==> config.mk <==
export PLATFORM = sky130hd
export DESIGN_NAME = tm1638_spi
export DESIGN_NICKNAME = d
export VERILOG_FILES = /design/src/rtl/tm1638_spi.sv
export SDC_FILE = /design/constraint.sdc
export NUM_CORES = 1
export LEC_CHECK = 0
export BUFFER_PORTS_ARGS = -buffer_cell sky130_fd_sc_hd__buf_2
export CAP_MARGIN = 25
export CORE_MARGIN = 2
export CORE_UTILIZATION = 48
export CTS_CLUSTER_SIZE = 40
export DETAILED_ROUTE_END_ITERATION = 10
export HOLD_SLACK_MARGIN = 0.03
export PLACE_DENSITY_LB_ADDON = 0.1
export SLEW_MARGIN = 20
export SYNTH_ARGS = -nofsm -noshare
export SYNTH_HDL_FRONTEND = slang
export SYNTH_SLANG_ARGS = --single-unit
==> constraint.sdc <==
create_clock -name i_Clk -period 4.97 [get_ports i_Clk]
set_clock_uncertainty 0.15 [all_clocks]
set_input_delay 0.497 -clock i_Clk [delete_from_list [all_inputs] [get_ports i_Clk]]
set_output_delay 0.497 -clock i_Clk [all_outputs]
set_load 0.02 [all_outputs]
==> src/rtl/tm1638_spi.sv <==
// TM1638 serial transmit engine: STB/CLK/DIO, LSB first, one or two bytes per word.
// Define TM1638_SPI_DIAG_EN to drive the diag outputs; otherwise they are tied to 0.
module tm1638_spi #(
  parameter int CYCLES = 4
) (
  input  logic        i_Rst,
  input  logic        i_Clk,
  output logic        o_Busy,
  input  logic        i_Data_Ready,
  input  logic [17:0] i_Data,
  output logic        o_SPI_Stb,
  output logic        o_SPI_Clk,
  output logic        o_SPI_Dio,
  output logic [2:0]  o_Diag_State,
  output logic [17:0] o_Diag_Data,
  output logic [3:0]  o_Diag_Addr
);

  typedef struct packed {
    logic       cont;
    logic       mode;
    logic [7:0] byte1;
    logic [7:0] byte0;
  } word_t;

  typedef enum logic [2:0] {
    IDLE   = 3'd0,
    START  = 3'd1,
    CLK_LO = 3'd2,
    CLK_HI = 3'd3,
    GAP    = 3'd4,
    STOP   = 3'd5
  } state_t;

  localparam int CW = (CYCLES > 1) ? $clog2(CYCLES) : 1;
  localparam logic [CW-1:0] CNT_LOAD = CW'(CYCLES - 1);

  state_t      state;
  word_t       word;
  logic [CW-1:0] cnt;
  logic [2:0]  bit_idx;
  logic        byte_sel;
  logic        stb, sclk, dio, busy;

  logic [7:0]  cur_byte;
  logic [2:0]  nxt_idx;
  logic        cnt_done;

  assign cur_byte = byte_sel ? word.byte1 : word.byte0;
  assign nxt_idx  = bit_idx + 3'd1;
  assign cnt_done = (cnt == '0);

  always_ff @(posedge i_Clk or posedge i_Rst) begin
    if (i_Rst) begin
      state    <= IDLE;
      word     <= '0;
      cnt      <= '0;
      bit_idx  <= '0;
      byte_sel <= 1'b0;
      stb      <= 1'b1;
      sclk     <= 1'b1;
      dio      <= 1'b1;
      busy     <= 1'b0;
    end else begin
      case (state)
        IDLE: begin
          if (i_Data_Ready) begin
            word     <= word_t'(i_Data);
            busy     <= 1'b1;
            bit_idx  <= '0;
            byte_sel <= 1'b0;
            cnt      <= CNT_LOAD;
            // An open frame (previous word had CONT=1) goes straight to the first bit.
            if (stb) begin
              state <= START;
              stb   <= 1'b0;
              sclk  <= 1'b1;
            end else begin
              state <= CLK_LO;
              sclk  <= 1'b0;
              dio   <= i_Data[0];
            end
          end
        end
        START, GAP: begin
          if (cnt_done) begin
            state <= CLK_LO;
            cnt   <= CNT_LOAD;
            sclk  <= 1'b0;
            dio   <= cur_byte[0];
          end else begin
            cnt <= cnt - 1'b1;
          end
        end
        CLK_LO: begin
          if (cnt_done) begin
            state <= CLK_HI;
            cnt   <= CNT_LOAD;
            sclk  <= 1'b1;
          end else begin
            cnt <= cnt - 1'b1;
          end
        end
        CLK_HI: begin
          if (!cnt_done) begin
            cnt <= cnt - 1'b1;
          end else if (bit_idx != 3'd7) begin
            state   <= CLK_LO;
            cnt     <= CNT_LOAD;
            bit_idx <= nxt_idx;
            sclk    <= 1'b0;
            dio     <= cur_byte[nxt_idx];
          end else if (!byte_sel && word.mode) begin
            state    <= GAP;
            cnt      <= CNT_LOAD;
            bit_idx  <= '0;
            byte_sel <= 1'b1;
          end else if (word.cont) begin
            // Leave STB low so the next word continues this frame.
            state <= IDLE;
            busy  <= 1'b0;
            dio   <= 1'b1;
          end else begin
            state <= STOP;
            cnt   <= CNT_LOAD;
            dio   <= 1'b1;
          end
        end
        STOP: begin
          if (cnt_done) begin
            state <= IDLE;
            stb   <= 1'b1;
            busy  <= 1'b0;
          end else begin
            cnt <= cnt - 1'b1;
          end
        end
        default: begin
          state <= IDLE;
          stb   <= 1'b1;
          sclk  <= 1'b1;
          dio   <= 1'b1;
          busy  <= 1'b0;
        end
      endcase
    end
  end

  assign o_Busy    = busy;
  assign o_SPI_Stb = stb;
  assign o_SPI_Clk = sclk;
  assign o_SPI_Dio = dio;

`ifdef TM1638_SPI_DIAG_EN
  logic [3:0] diag_addr;

  always_ff @(posedge i_Clk or posedge i_Rst) begin
    if (i_Rst)
      diag_addr <= '0;
    else if (state == IDLE && i_Data_Ready && i_Data[16])
      diag_addr <= i_Data[3:0];
  end

  assign o_Diag_State = state;
  assign o_Diag_Data  = word;
  assign o_Diag_Addr  = diag_addr;
`else
  assign o_Diag_State = '0;
  assign o_Diag_Data  = '0;
  assign o_Diag_Addr  = '0;
`endif

endmodule

---- After elaboration in Yosys (flattened, before gate mapping) ----
Index checks and enable logic that the tools add are counted.
Widths: inputs -> output; s select.
word-level totals
  bits in registers ....................... 31
  bits of input ports ..................... 21
  logic and storage cells ................. 111
operators by class
  add/subtract/negate cells ............... 2
  $lt $le $gt $ge ......................... 1
  eq/ne operators ......................... 21
  multiplexer cells ....................... 52
  bitwise gates (word level) .............. 4
  reduce and logical (&&, ||, !) cells .... 19
operator list
  kind                 count
  $mux 3               12
  $ne 2x2->1 const B   12
  $mux 1               22
  $mux 2               8
  $pmux 3 s5           1
  $reduce_and 6->1     2
  $reduce_and 5->1     2
  $ne 3x3->1 const B   3
  $mux 8               1
  $pmux 1 s4           2
  $pmux 2 s4           1
  $reduce_and 4->1     2
  $reduce_and 7->1     1
  $eq 3x2->1 const B   2
  $eq 3x3->1 const B   2
  $pmux 3 s2           1
  $ne 5x5->1 const B   1
  $pmux 1 s5           1
  $lt 3x4->1 const B   1
  $not 1->1            4
  $reduce_bool 4->1    1
  $reduce_or 2->1      2
  $reduce_or 4->1      1
  $add 3x1->3 const B  1
  other kinds (13)     13

---- Logic depth before layout (Yosys ltp) ----
Gate-level depths: netlist (run 1).
  depth in word-level cells ............... 6
  depth in mapped cells ................... 8

---- Least setup slack after synthesis (run 1) ----
OpenSTA, ideal clock, no wires.
  path kind ............................... flip-flop to flip-flop
  from .................................... register bit_idx[0]
  to ...................................... register dio (netlist: o_SPI_Dio)
  library setup time ...................... 0.082 ns
  arrival time ............................ 1.672 ns
  setup slack ............................. 3.066 ns
  cell stages (with the launch flop) ...... 7
  buffers on the path ..................... 1
  period minus slack after synthesis ...... 1.904 ns
  cell sequence ........................... dfrtp_1 ha_1 buf_4 and2_1 a2111oi_0 o211ai_1 mux2_4
on the way
  word-level cells in the longest chain between the ends .. 6
  elaborated cells between the ends (all ways) .. 9
ends and longest elaborated chain
  what                          line  text
  from (decl)                   41    logic [2:0] bit_idx;
  from (signal assigned)        110   bit_idx <= nxt_idx;
  $add 3x1->3                   50    assign nxt_idx = bit_idx + 3'd1;
  $bmux 1 s3                    112   dio <= cur_byte[nxt_idx];
  $mux 1 (implied by the code)  112
  $mux 1                        107   end else if (bit_idx != 3'd7) begin
  $mux 1                        105   if (!cnt_done) begin
  $pmux 1 s4                    65    case (state)
  to (signal assigned)          81    dio <= i_Data[0];
  to (signal assigned)          90    dio <= cur_byte[0];
  to (signal assigned)          112
  to (decl)                     43    logic stb, sclk, dio, busy;
Several ways; a longest one is shown, not always the timed one. The select of a mux whose other input is x is not followed.
A chain may end at the register's enable or synchronous reset.

---- Worst setup path in the final report (run 1) ----
  from .................................... register state[2]
  to ...................................... register bit_idx[2]
on the way
  word-level cells in the longest chain between the ends .. 3
  elaborated cells between the ends (all ways) .. 8
ends and longest elaborated chain
  what                                                  line  text
  from (decl)                                           38    state_t state;
  from (signal assigned)                                55    state <= IDLE;
  from (signal assigned)                                75    state <= START;
  from (signal assigned)                                79    state <= CLK_LO;
  $eq 3x2->1 / $logic_not 3->1 (equally long branches)  65
  $ne 3x3->1 (no line), or another cell as far along    n/a
  $reduce_and 4->1 (no line)                            n/a
Several ways; a longest one is shown, not always the timed one.

==> out/results.tsv, run 1 <==
metric	value	unit
drt drc	0	
FILL cells	388	
GRT Overall Usage	17.9	%
Crit Path Max Fanout	24	
Rel. slew slack	38.9	%
row cnt	23	
# Post-CTS Setup Buffers	0	
first-pass iteration count of the detailed router	4	
Layout Nets	235	
# hold bufs at CTS	0	
top cells by area, synth	dfrtp_1 (36%), mux2_1 (11%), buf_4 (10%), dfstp_2 (4.0%), mux2i_1 (3.1%)	
Period minus WS final	2.61	ns
Clock Latency Late Sink	0.28	ns
Max Cap Viol	0	
main flop type after synthesis	dfrtp_1	
grt ovf	0	
worst-case clock buffer depth	2	
Final Max Tran Viols	0	
wire per inst	13.5	µm
slowest stage delay, CP	0.76	ns
Peak Freq	383	MHz
Worst EP required	4.98	ns
setup TNS	0	ns
top-area cell type share of the netlist area	35.8	%
hold_ws	0.126	ns
Vias	1385	
Detailed Place HPWL	2630	µm
Synth area leader	dfrtp_1	
worst vdd ir	0.000283	V
worst slew pin tran	0.917	ns
pin count of the biggest net entering global routing	32	
cell count after placement	254	
multi-input combinational cell area	963	µm²
PD cells	528	mW/mm²
Crit path max-delay family	simple AND/OR/NAND/NOR gates	
H-tree levels	2	
Final Cycle Share	52.5	%
unrepaired setup endpoints after global routing	no	
fin cells	262	
Worst Reg-to-Reg Cells	4	
Setup WS pre-CTS	2.36	ns
Placer Congestion	0.882	
Worst setup SP type	register	
final hold violation count	0	
Die Y	67.9	µm
Setup-failing EPs final	0	
Mapped Cells	193	
Syn. warnings	0	
part of the Yosys area used for sequential elements	39.8	%
run status	finished, final reports clean	
number of synthesized register bits	31	
Cell Area, Placed	0.00196	mm²
Clock transition at path regs	0.07	ns
critical-path cell list	nor2_1 > and2_1 > o22ai_1 > mux2_1	
Total Wirelength	3530	µm
Vias/cell	5.29	
critical path endpoint category	register	
Worst path depth	4	
fin area	0.00204	mm²
Syn Area/Cell	10.2	µm²
DRT iter0 DRCs	56	
core area	0.00397	mm²
Final WS setup	2.36	ns
die area	0.00461	mm²
clock root buffer master	clkbuf_8	
Setup crit start	state[2]	
die width	67.9	µm
vias in the first global route	1291	
Port Buffers	24	
reg2reg start	state[2]	
Starting Density	49.3	%
RR Endpoint	bit_idx[2]	
TritonCTS Buffers	5	
share of synthesized registers carrying an async set or reset	100	%
clk sinks	31	
EDFF count, synth	0	
FF-to-FF setup slack	2.36	ns
Post-Syn Area	0.00196	mm²
n_diodes	0	
antenna violations before repair	0	
unique cell type count in the Yosys netlist	51	
most frequent cells in the layout	dfrtp_1 (28), conb_1 (25), buf_2 (24), mux2_1 (19), nor2_1 (12)	
Crit Path Category	register to register	
share of layout cells above drive strength 1	19.3	%
worst hold path type	input port to async pin	
commonest non-fill, non-tap cell in the layout	dfrtp_1	
worst path bufs/invs	0	
post-CTS sizing	0	
register area	779	µm²
CTS tree	built	
first-pass GRT wire length	5980	µm
count of antenna-violating nets left after detailed routing	0	
io pins	50	
Leak	0.945	nW
CP arrival	2.62	ns
Syn-to-layout area delta	4.34	%
slowest cell on the critical path	and2_1	
==> cell usage after synthesis (2+ instances only) <==
cell type and n:
dfrtp_1 28, mux2_1 19, dfstp_2 3, o21ai_1 3, o21ai_0 3, nand2b_1 2
and2_1 3, buf_6 4, o22ai_1 2, nand2_1 10, o211ai_1 2, o41ai_1 2
clkbuf_1 3, buf_4 26, nor2b_1 3, buf_2 4, nor3_1 2, mux2i_1 6
nand3b_1 3, ha_1 3, nand3_1 8, a21oi_1 8, nor2_1 12, inv_1 7
==> worst max-delay path by stage <==
stage	slack, ns	end
after floorplan	3.07	o_SPI_Dio
after global placement	2.50	bit_idx[2]
after detailed placement	2.36	bit_idx[2]
after CTS	2.35	bit_idx[2]
after global routing	2.11	bit_idx[2]
final	2.36	bit_idx[2]
==> routing by layer <==
metal	share of wire, %	GRT usage, %	wire length [µm]	vias to the layer above
li1	-	-	-	673
met1	49	24.8	1720	657
met2	44	26.0	1550	49
met3	5.7	4.93	201	6
met4	1.7	8.50	61	0
met5	0	0	0	-
==> kinds of logic (layout without fill, tap and decap cells) <==
| logic type | Yosys count | count (layout) | synth area share, % |
|---|---|---|---|
| AO/OA/AOI/OAI | 37 | 37 | 13.7 |
| multiplexers | 27 | 27 | 15.9 |
| AND/OR/NAND/NOR | 49 | 49 | 12.8 |
| buffers and inverters | 45 | 40 | 15.6 |
| adder cells (fa/ha/maj) | 3 | 3 | 1.92 |
| flip-flops | 31 | 31 | 39.8 |
| other | 1 | 25 | 0.191 |
==> final cells by class <==
cell class | count | area share [%]
Clock inverter | 2 | 0.612
Sequential cell | 31 | 38.1
Timing Repair Buffer | 25 | 6.24
Inverter | 7 | 1.29
Multi-Input combinational cell | 141 | 47.1
Clock buffer | 6 | 3.55
Tap cell | 50 | 3.06
==> power by group <==
group | leakage (nW) | switching [mW] | internal, mW
Sequential | 0.378 | 0.0929 | 0.368
Combinational | 0.525 | 0.225 | 0.201
Clock | 0.0412 | 0.0954 | 0.0976
==> registers in the layout, summed over array words and instances, names as in the netlist <==
register / flops
o_SPI_Dio: 1
o_Busy: 1
word: 18
o_SPI_Stb: 1
cnt: 2
bit_idx: 3
state: 3
o_SPI_Clk: 1
byte_sel: 1
==> stage by stage <==
step | power (mW) | utilization (%)
final | 1.08 | 51.5
after global routing | 1.17 | 51.5
after CTS | 1.09 | 51.5
after detailed placement | 0.896 | 49.3
after global placement | 0.883 | 49.3
after floorplan | 0.828 | -
==> worst register-to-register path: stages, from the launching register on <==
cell and delay, ns:
dfrtp_1 0.62, nor2_1 0.27, and2_1 0.76, o22ai_1 0.30, mux2_1 0.39
Note: power is estimated with default switching activity, not from simulation.
==> run 2: changes to the inputs <==
==> constraint.sdc (replaced) <==
create_clock -name i_Clk -period 2.2 [get_ports i_Clk]
set_clock_uncertainty 0.15 [all_clocks]
set_input_delay 0.22 -clock i_Clk [delete_from_list [all_inputs] [get_ports i_Clk]]
set_output_delay 0.22 -clock i_Clk [all_outputs]
set_load 0.02 [all_outputs]
==> run 2 against run 1 <==
  * Flip-flop and latch count unchanged
  * Critical path type unchanged
  * Critical endpoint is now word[5]
  * Die area unchanged
  * Core utilization up 6.8 points
  * Combinational power rose to 2.7 times the previous value
  * Wire length up 9.5%
  * First-iteration DRC count up 120%
==> out/results.tsv, run 2 (synthesis results as in run 1) <==
metric	value	unit	change
run status	finished, final reports clean		
die width	67.9	µm	unchanged
unrepaired setup endpoints after global routing	no		
Pwr Total	2.57	mW	+140%
clock root buffer master	clkbuf_8		
Syn-to-layout area delta	18.1	%	
first-pass iteration count of the detailed router	4		unchanged
CTS tree	built		
Cell Area, Placed	0.00204	mm²	+4.2%
FILL cells	366		-5.7%
Vias	1509		+9.0%
critical path endpoint category	register		
final hold violation count	0		unchanged
most frequent cells in the layout	dfrtp_1 (28), conb_1 (25), buf_2 (24), mux2_1 (19), dlygate4sd3_1 (19)		
H-tree levels	2		unchanged
worst slew pin tran	0.488	ns	-0.429 ns
fin area	0.00231	mm²	+13%
first-pass GRT wire length	6660	µm	+11%
Placer Congestion	0.813		-7.8%
PD cells	1110	mW/mm²	+110%
# Post-CTS Setup Buffers	0		unchanged
n_diodes	0		unchanged
worst-case clock buffer depth	2		unchanged
Leak	1.08	nW	+14%
Crit Path Category	register to register		
Clock transition at path regs	0.06	ns	about the same
worst vdd ir	0.000498	V	+76%
io pins	50		unchanged
Hold Crit Depth	5		
antenna violations before repair	0		unchanged
Worst Reg-to-Reg Cells	5		+1
Crit Path Max Fanout	13		-46%
share of layout cells above drive strength 1	21.1	%	+1.7 points
commonest non-fill, non-tap cell in the layout	dfrtp_1		
FF-to-FF setup slack	0.19	ns	-2.17 ns
RR Endpoint	word[5]		
Final Cycle Share	91.2	%	+39 points
worst hold path type	input port to register		
Vias/cell	5.17		-2.2%
reg2reg start	state[0]		
row cnt	23		unchanged
vias in the first global route	1476		+14%
grt ovf	0		unchanged
hold_ws	0.316	ns	+0.191 ns
DRT iter0 DRCs	125		+120%
Period minus WS final	2.01	ns	-0.605 ns
Starting Density	49.3	%	unchanged
wire per inst	13.2	µm	-1.8%
Worst Hold End	cnt[0]		
Total Wirelength	3870	µm	+9.5%
Clock Latency Late Sink	0.28	ns	about the same
min-delay src	i_Data_Ready		
Die Y	67.9	µm	unchanged
Largest regs	word x18, bit_idx x3, state x3		
Final Max Tran Viols	0		unchanged
TritonCTS Buffers	5		unchanged
Rel. slew slack	67.0	%	+28 points
Max Cap Viol	0		unchanged
largest reg by FF count	word		
pin count of the biggest net entering global routing	32		unchanged
core area	0.00397	mm²	unchanged
final core utilization	58.3	%	+6.8 points
post-CTS sizing	0		unchanged
# hold bufs at CTS	19		+19
clk sinks	31		unchanged
Port Buffers	24		unchanged
setup TNS	0	ns	unchanged
die area	0.00461	mm²	unchanged
GRT Overall Usage	19.6	%	+1.7 points
Worst EP required	2.21	ns	-2.77 ns
max reg flops	18		unchanged
CP arrival	2.02	ns	-0.60 ns
Peak Freq	498	MHz	+30%
Layout Nets	265		+13%
Setup-failing EPs final	0		unchanged
drt drc	0		unchanged
Worst setup SP type	register		
Detailed Place HPWL	2860	µm	+8.8%
count of antenna-violating nets left after detailed routing	0		unchanged
==> run 2: cell count changes in the layout (fill, tap and decap cells not counted), sizes merged <==
cell	change
dlygate4sd3	+19
clkinvlp	-1
buf	+11
clkbuf	+1
==> run 2: layout make-up <==
class | instances | area [µm²] | area share [%]
multi-input cells | 141 | 963 | 41.6
flip-flops and latches | 31 | 779 | 33.7
repair buffers | 55 | 400 | 17.3
clock buffers | 7 | 76.3 | 3.30
well taps | 50 | 62.6 | 2.70
inverters | 7 | 26.3 | 1.14
clock inverters | 1 | 5.00 | 0.216
==> run 2: worst max-delay path by stage <==
stage | cells after the start | slack (ns) | endpoint | from
3_5_place_dp | 5 | 0.22 | o_SPI_Dio | bit_idx[0]
2_1_floorplan | 6 | 0.30 | o_SPI_Dio | bit_idx[0]
4_1_cts | 5 | 0.20 | o_SPI_Dio | bit_idx[0]
5_1_grt | 7 | 0.04 | o_SPI_Dio | cnt[0]
3_3_place_gp | 5 | 0.24 | word[4] | state[0]
6_report | 5 | 0.19 | word[5] | state[0]
==> run 2: per-stage QoR <==
step / cells / setup WS, ns
floorplan: 217 / 0.296
global placement: 265 / 0.238
detailed placement: 265 / 0.220
CTS: 292 / 0.204
global route: 292 / 0.0402
finish: 292 / 0.193
==> run 2: report_power, final <==
part	switching [mW]	total (mW)	leakage, nW	internal (mW)
Combinational	0.585	1.14	0.660	0.555
Clock	0.195	0.416	0.0422	0.221
Sequential	0.181	1.01	0.378	0.832
==> run 2: per-layer routing <==
metal | vias to the layer above | track usage [%] | routed length (µm)
li1 | 726 | - | -
met1 | 710 | 25.6 | 1780
met2 | 66 | 31.0 | 1770
met3 | 7 | 4.93 | 235
met4 | 0 | 8.50 | 83
met5 | - | 0 | 0
==> run 2: critical path: stages, from the launching register on <==
cell and delay [ns]:
dfrtp_1 0.52, buf_4 0.22, nor2b_1 0.21, and2_1 0.23
buf_4 0.21, mux2_1 0.35
